[config.mk]
export PLATFORM = sky130hd
export DESIGN_NAME = debounce_capture_pio
export DESIGN_NICKNAME = d
export VERILOG_FILES = /design/src/rtl/debounce_capture_pio.sv
export SDC_FILE = /design/constraint.sdc
export NUM_CORES = 1
export LEC_CHECK = 0
export CORE_ASPECT_RATIO = 0.8
export CORE_MARGIN = 5
export CORE_UTILIZATION = 40
export DETAILED_ROUTE_END_ITERATION = 7
export HOLD_SLACK_MARGIN = 0.05
export PLACE_DENSITY = 0.69
export SYNTH_ARGS = -nofsm -noshare
export SYNTH_HDL_FRONTEND = slang
export SYNTH_SLANG_ARGS = --single-unit
export TNS_END_PERCENT = 30
[constraint.sdc]
create_clock -name clk_clk -period 1.7 [get_ports clk_clk]
set_clock_uncertainty 0.1 [all_clocks]
set_input_delay 0.17 -clock clk_clk [delete_from_list [all_inputs] [get_ports clk_clk]]
set_output_delay 0.17 -clock clk_clk [all_outputs]
set_load 0.01 [all_outputs]
[src/rtl/debounce_capture_pio.sv]
// Button/switch PIO: per-channel synchroniser, debouncer and edge capture
// behind a 4-word Avalon-MM slave with IRQ mask and a writable output port.
module debounce_capture_pio #(
  parameter int WIDTH           = 2,
  parameter int DEBOUNCE_CYCLES = 50000,
  parameter int EDGE_MODE       = 2,
  parameter int IDLE_LEVEL      = 0
) (
  input  logic              clk_clk,
  input  logic              reset_reset_n,
  input  logic [WIDTH-1:0]  in_port,
  output logic [WIDTH-1:0]  out_port,
  input  logic [1:0]        address,
  input  logic              chipselect,
  input  logic              read,
  input  logic              write,
  input  logic [31:0]       writedata,
  output logic [31:0]       readdata,
  output logic              irq
);

  localparam int              CW       = $clog2(DEBOUNCE_CYCLES) + 1;
  localparam logic [CW-1:0]   CNT_MAX  = CW'(DEBOUNCE_CYCLES - 1);
  localparam logic [WIDTH-1:0] IDLE_VEC = {WIDTH{(IDLE_LEVEL != 0)}};

  logic [WIDTH-1:0] sync1_q, sync2_q;
  logic [WIDTH-1:0] stable_q, stable_d, prev_q;
  logic [CW-1:0]    cnt_q [WIDTH];
  logic [CW-1:0]    cnt_d [WIDTH];
  logic [WIDTH-1:0] edgecap_q, edgecap_d;
  logic [WIDTH-1:0] irqmask_q, irqmask_d;
  logic [WIDTH-1:0] out_q, out_d;
  logic [31:0]      readdata_q, readdata_d;
  logic             irq_q;

  logic [WIDTH-1:0] rise_s, fall_s, edge_s, clr_s;
  logic [31:0]      rd_mux_s;
  logic             wr_s, rd_s;
  logic             unused_wdata_s;

  assign wr_s           = chipselect & write;
  assign rd_s           = chipselect & read;
  assign unused_wdata_s = ^writedata;

  // Debounce: a new level is accepted only after CNT_MAX+1 consecutive differing cycles.
  always_comb begin
    for (int i = 0; i < WIDTH; i++) begin
      cnt_d[i]    = cnt_q[i];
      stable_d[i] = stable_q[i];
      if (sync2_q[i] == stable_q[i]) begin
        cnt_d[i] = {CW{1'b0}};
      end else if (cnt_q[i] == CNT_MAX) begin
        stable_d[i] = sync2_q[i];
        cnt_d[i]    = {CW{1'b0}};
      end else begin
        cnt_d[i] = cnt_q[i] + CW'(1'b1);
      end
    end
  end

  // Edge selection on the debounced level; unknown modes fall back to both edges.
  always_comb begin
    rise_s = stable_q & ~prev_q;
    fall_s = ~stable_q & prev_q;
    case (EDGE_MODE)
      0:       edge_s = rise_s;
      1:       edge_s = fall_s;
      default: edge_s = rise_s | fall_s;
    endcase
  end

  // Register writes; a new edge overrides a same-cycle clear.
  always_comb begin
    clr_s     = {WIDTH{1'b0}};
    irqmask_d = irqmask_q;
    out_d     = out_q;
    if (wr_s) begin
      case (address)
        2'd0:    out_d     = writedata[WIDTH-1:0];
        2'd1:    irqmask_d = writedata[WIDTH-1:0];
        2'd2:    clr_s     = writedata[WIDTH-1:0];
        default: clr_s     = {WIDTH{1'b0}};
      endcase
    end else begin
      clr_s = {WIDTH{1'b0}};
    end
    edgecap_d = (edgecap_q & ~clr_s) | edge_s;
  end

  // Read mux samples pre-write state so a combined read/write returns the old value.
  always_comb begin
    rd_mux_s = 32'h0;
    case (address)
      2'd0:    rd_mux_s[WIDTH-1:0] = stable_q;
      2'd1:    rd_mux_s[WIDTH-1:0] = irqmask_q;
      2'd2:    rd_mux_s[WIDTH-1:0] = edgecap_q;
      default: rd_mux_s[WIDTH-1:0] = sync2_q;
    endcase
    if (rd_s) begin
      readdata_d = rd_mux_s;
    end else begin
      readdata_d = readdata_q;
    end
  end

  // State registers.
  always_ff @(posedge clk_clk or negedge reset_reset_n) begin
    if (!reset_reset_n) begin
      sync1_q    <= IDLE_VEC;
      sync2_q    <= IDLE_VEC;
      stable_q   <= IDLE_VEC;
      prev_q     <= IDLE_VEC;
      for (int i = 0; i < WIDTH; i++) begin
        cnt_q[i] <= {CW{1'b0}};
      end
      edgecap_q  <= {WIDTH{1'b0}};
      irqmask_q  <= {WIDTH{1'b0}};
      out_q      <= {WIDTH{1'b0}};
      readdata_q <= 32'h0;
      irq_q      <= 1'b0;
    end else begin
      sync1_q    <= in_port;
      sync2_q    <= sync1_q;
      stable_q   <= stable_d;
      prev_q     <= stable_q;
      for (int i = 0; i < WIDTH; i++) begin
        cnt_q[i] <= cnt_d[i];
      end
      edgecap_q  <= edgecap_d;
      irqmask_q  <= irqmask_d;
      out_q      <= out_d;
      readdata_q <= readdata_d;
      irq_q      <= |(edgecap_q & irqmask_q);
    end
  end

  assign out_port = out_q;
  assign readdata = readdata_q;
  assign irq      = irq_q;

endmodule

# Word level (Yosys, flattened, before mapping)

Index checks and enable logic that the tools add are counted.

Input bits: 41
Word-level logic and storage cells: 46
Output and inout port bits: 35
Flip-flop bits (word level): 51

Equality and inequality tests: 6
Muxes and demuxes: 7
Bitwise gates (word level): 13
$add $sub $neg: 2
Reductions and logical operators: 6

Operator list:

| cell                  | number |
|---|---|
| $mux 17               | 4 |
| $add 17x1->17 const B | 2 |
| $eq 17x16->1 const B  | 2 |
| $and 2x2->2           | 4 |
| $reduce_and 2->1      | 4 |
| $not 2->2             | 3 |
| $pmux 2 s3            | 1 |
| $mux 2                | 2 |
| $or 2x2->2            | 2 |
| $and 1x1->1           | 2 |
| $eq 1x1->1            | 2 |
| $eq 2x1->1 const B    | 1 |
| $eq 2x2->1 const B    | 1 |
| $logic_not 2->1       | 1 |
| $not 1->1             | 2 |
| $reduce_or 2->1       | 1 |

# Logic depth before layout (Yosys ltp)

Depth in word-level cells: 6
Mapped depth: 6
Mapped depth without buffers: 5

# Worst setup path before layout

No wires, ideal clock.

Kind: flip-flop to flip-flop
Start: register cnt_q[17] (netlist name)
End: register cnt_q[29] (netlist name)
Buffers on the path: 1
Slack: -0.093 ns
Stages on the path, launching flop included: 7
Period minus slack after synthesis: 1.793 ns
Setup time: 0.119 ns
Required time: 1.481 ns
Arrival time: 1.574 ns
Path through: dfrtp_1 -> ha_1 -> and3_1 -> nand3_2 -> o41ai_4 -> buf_6 -> nor2_1

RTL lines:

| what                            | line | RTL |
|---|---|---|
| start, declared                 | 28   | `logic [CW-1:0] cnt_q [WIDTH];` |
| start signal, assigned by index | 114  | `cnt_q[i] <= {CW{1'b0}};` |
| start signal, assigned by index | 127  | `cnt_q[i] <= cnt_d[i];` |

# Final worst setup path

Start: register cnt_q[0] (netlist name)
End: register stable_q[1]

Cells in the longest elaborated chain, start to end: 2

Ends and longest elaborated chain:

| what                              | line | RTL |
|---|---|---|
| $eq 17x16->1                      | 52   | `end else if (cnt_q[i] == CNT_MAX) begin` |
| $reduce_and 2->1 (no source line) | --   |  |
| end signal, assigned              | 124  | `stable_q <= stable_d;` |
| end, declared                     | 27   | `logic [WIDTH-1:0] stable_q, stable_d, prev_q;` |

Every way passes these cells.
A chain may end at the register's enable or synchronous reset.

==> impl_results.md <==
- Outcome: completed
- TNS Setup: 0 ps
- Clk root buf: clkbuf_8
- # clock sinks: 51
- GPL Wtd Cong: 0.814
- DRT Wirelength: 4.64 mm
- Mapped Area: 0.00260 mm^2
- LEAKAGE: 1.35 nW
- Layout cells sized above 1: 21.6%
- Worst path required time: 1800 ps
- Register area share after synthesis: 49.2%
- Post-synth EDFFs: 0
- Startpoint class of the critical path: flop
- Fmax: 0.601 GHz
- FILL cells: 581
- Largest net degree at the start of global routing: 52
- Top post-synthesis cells by area: dfrtp_1 (49%), buf_4 (9.0%), xnor2_1 (7.1%)
- NumNets Final: 339
- Unique masters post-synth: 33
- Hold Crit Class: input port to flop
- Avg WL per Cell: 12.2 um
- Port bufs: 15
- Vias in the first global route: 1683
- Most frequent cell after synthesis: dfrtp_1
- Synth top cells by count: dfrtp_1 (51), nor2_1 (38), buf_4 (31)
- Die height: 82.1 um
- Kind of critical path: flop to flop
- Mean number of vias per cell: 4.70
- Async set or reset register ratio after synthesis: 100%
- DRT iter0 DRCs: 93
- Critical Path End Type: flop
- Clock Tree Buf Depth: 2
- Synth Warn #: 0
- H-tree depth: 2
- Final Hold Vio Count: 0
- Worst-skew pair later-pin latency: 300 ps
- WP data arrival: 1760 ps
- Dpl hpwl: 3.25 mm
- RSZ-0062 raised after global routing: yes
- Hold Path Depth: 1
- Reg2reg start: cnt_q[0]
- Initial antenna violation count: 0
- Post-DRT Antenna Nets: 0
- Post-Syn Instances: 249
- Cell type with the largest total area after synthesis: dfrtp_1
- First-pass GRT wire length: 7.60 mm
- Core Rows: 26
- Critical Path Fanout Max: 4
- Synth-to-layout area growth: 19.8%
- Reg2reg setup slack: 40 ps
- Num CTS Buffers: 5
- CTS tree: yes
- # IOs: 76
- Via count: 1787
- Worst VDD drop: 0.389 mV
- MaxCap Viol Count: 0
- Hold Crit Start: in_port[0]
- Hold_ws: 191 ps
- Drt pass-1 iters: 4
- Worst Hold End: sync1_q[0]
- Setup violators final: 0
- Syn_area_per_cell: 10.4 um^2
- # diodes: 0
- Die ar.: 0.00821 mm^2
- Slew Limit Fails: 0
- Post-synthesis register bit count: 51
- Pwr per Cell Area: 755 mW/mm^2
- Top FF cell, synth: dfrtp_1
- Final worst-path cycle share: 97.9%
- Core area: 0.00634 mm^2
- Worst r2r path cells: 5
- Drt drc: 0
- R2r endpoint: stable_q[1]
- Initial Util: 40.9%
- Gr ovfl total: 0
- Top-area cell type share of the netlist area: 49.2%
- All-layer global routing usage: 11.7%
- Total power: 2.35 mW
- Clk slew on worst S/H paths: 90 ps
- Final min period: 1660 ps
- Chip width: 100 um
## how the worst max path moves through the flow
stage                     cells past startpoint      start     endpoint
after floorplan                               6  cnt_q[17]    cnt_q[29]
after global placement                        4  cnt_q[28]  stable_q[0]
after detailed placement                      4  cnt_q[28]  stable_q[0]
after CTS                                     5   cnt_q[0]  stable_q[1]
after global routing                          6  cnt_q[17]    cnt_q[31]
final                                         5   cnt_q[0]  stable_q[1]
## power breakdown
part / leakage, nW / total (mW) / switching, mW / internal [mW]
Sequential: 0.684 / 1.29 / 0.0299 / 1.26
Combinational: 0.617 / 0.246 / 0.122 / 0.123
Clock: 0.0502 / 0.814 / 0.384 / 0.430
## registers in the layout, summed over array words and instances, names as in the netlist
name	count
cnt_q	34
edgecap_q	2
irqmask_q	2
out_port	2
prev_q	2
readdata	2
stable_q	2
sync1_q	2
sync2_q	2
irq	1
## through the flow
step	instances	utilization (%)	instance area [um^2]	setup slack (ps)
6_report	380	49.0	3110	36.0
5_1_grt	380	49.0	3110	-25.2
4_1_cts	375	47.7	3030	56.9
3_5_place_dp	367	45.8	2900	-54.9
3_3_place_gp	367	45.8	2900	-4.68
2_1_floorplan	278	-	2710	10.4
## routing by layer
metal | share of wire (%) | wire length [um] | GRT usage (%)
met4 | 1.2 | 58 | 3.63
met5 | 0 | 0 | 0
met1 | 46 | 2150 | 15.9
met3 | 4.8 | 222 | 3.14
met2 | 48 | 2220 | 18.3
## area by class of cell
| type | instances | area, um^2 | area share, % |
|---|---|---|---|
| clock inverter | 2 | 37.5 | 1.21 |
| timing repair buffer | 46 | 393 | 12.6 |
| tap | 84 | 105 | 3.38 |
| sequential | 51 | 1280 | 41.2 |
| multi-input combinational | 186 | 1200 | 38.7 |
| clock buffer | 5 | 68.8 | 2.21 |
| inverter | 6 | 22.5 | 0.724 |
## logic make-up (layout without fill, tap and decap cells)
family                     Yosys count  after routing  synth area share [%]
AOI/OAI and AO/OA                    9              9                  3.08
xor gates and xnor gates            32             32                  10.8
adders and majority gates            2              2                 0.964
buffers and inverters               41             59                  10.7
DFF                                 51             51                  49.2
muxes                               10             10                  5.20
other                                1             30                 0.144
and+or+nand+nor                    103            103                  19.9
## timing repair
action                                  4_1_cts  5_1_grt
resized for setup                             1       10
buffers inserted                              0        5
pin swaps                                     1        2
endpoints found under the setup margin        1       23
endpoints found under the hold margin        51        0
hold buffers                                  1        0
## worst max-delay path, stage by stage, from the launching register on
cell and delay (ps):
dfrtp_1 410, ha_2 230, nand3_1 120, nand3b_1 230
nor2_1 140, mux2_2 340
## layout by cell type (no fill, tap or decap), types with 7 or more instances in the layout
| cell type | Yosys | routed |
|---|---|---|
| clkdlybuf4s50_1 | 0 | 14 |
| nor3_1 | 8 | 7 |
| buf_4 | 31 | 29 |
| nand3_1 | 9 | 9 |
| xor2_1 | 11 | 11 |
| nand2_1 | 12 | 12 |
| dfrtp_1 | 51 | 48 |
| nand4_1 | 13 | 13 |
| xnor2_1 | 21 | 21 |
| conb_1 | 1 | 30 |
| nor2_1 | 38 | 38 |
| mux2_2 | 8 | 8 |
(Power assumes the default switching activity.)
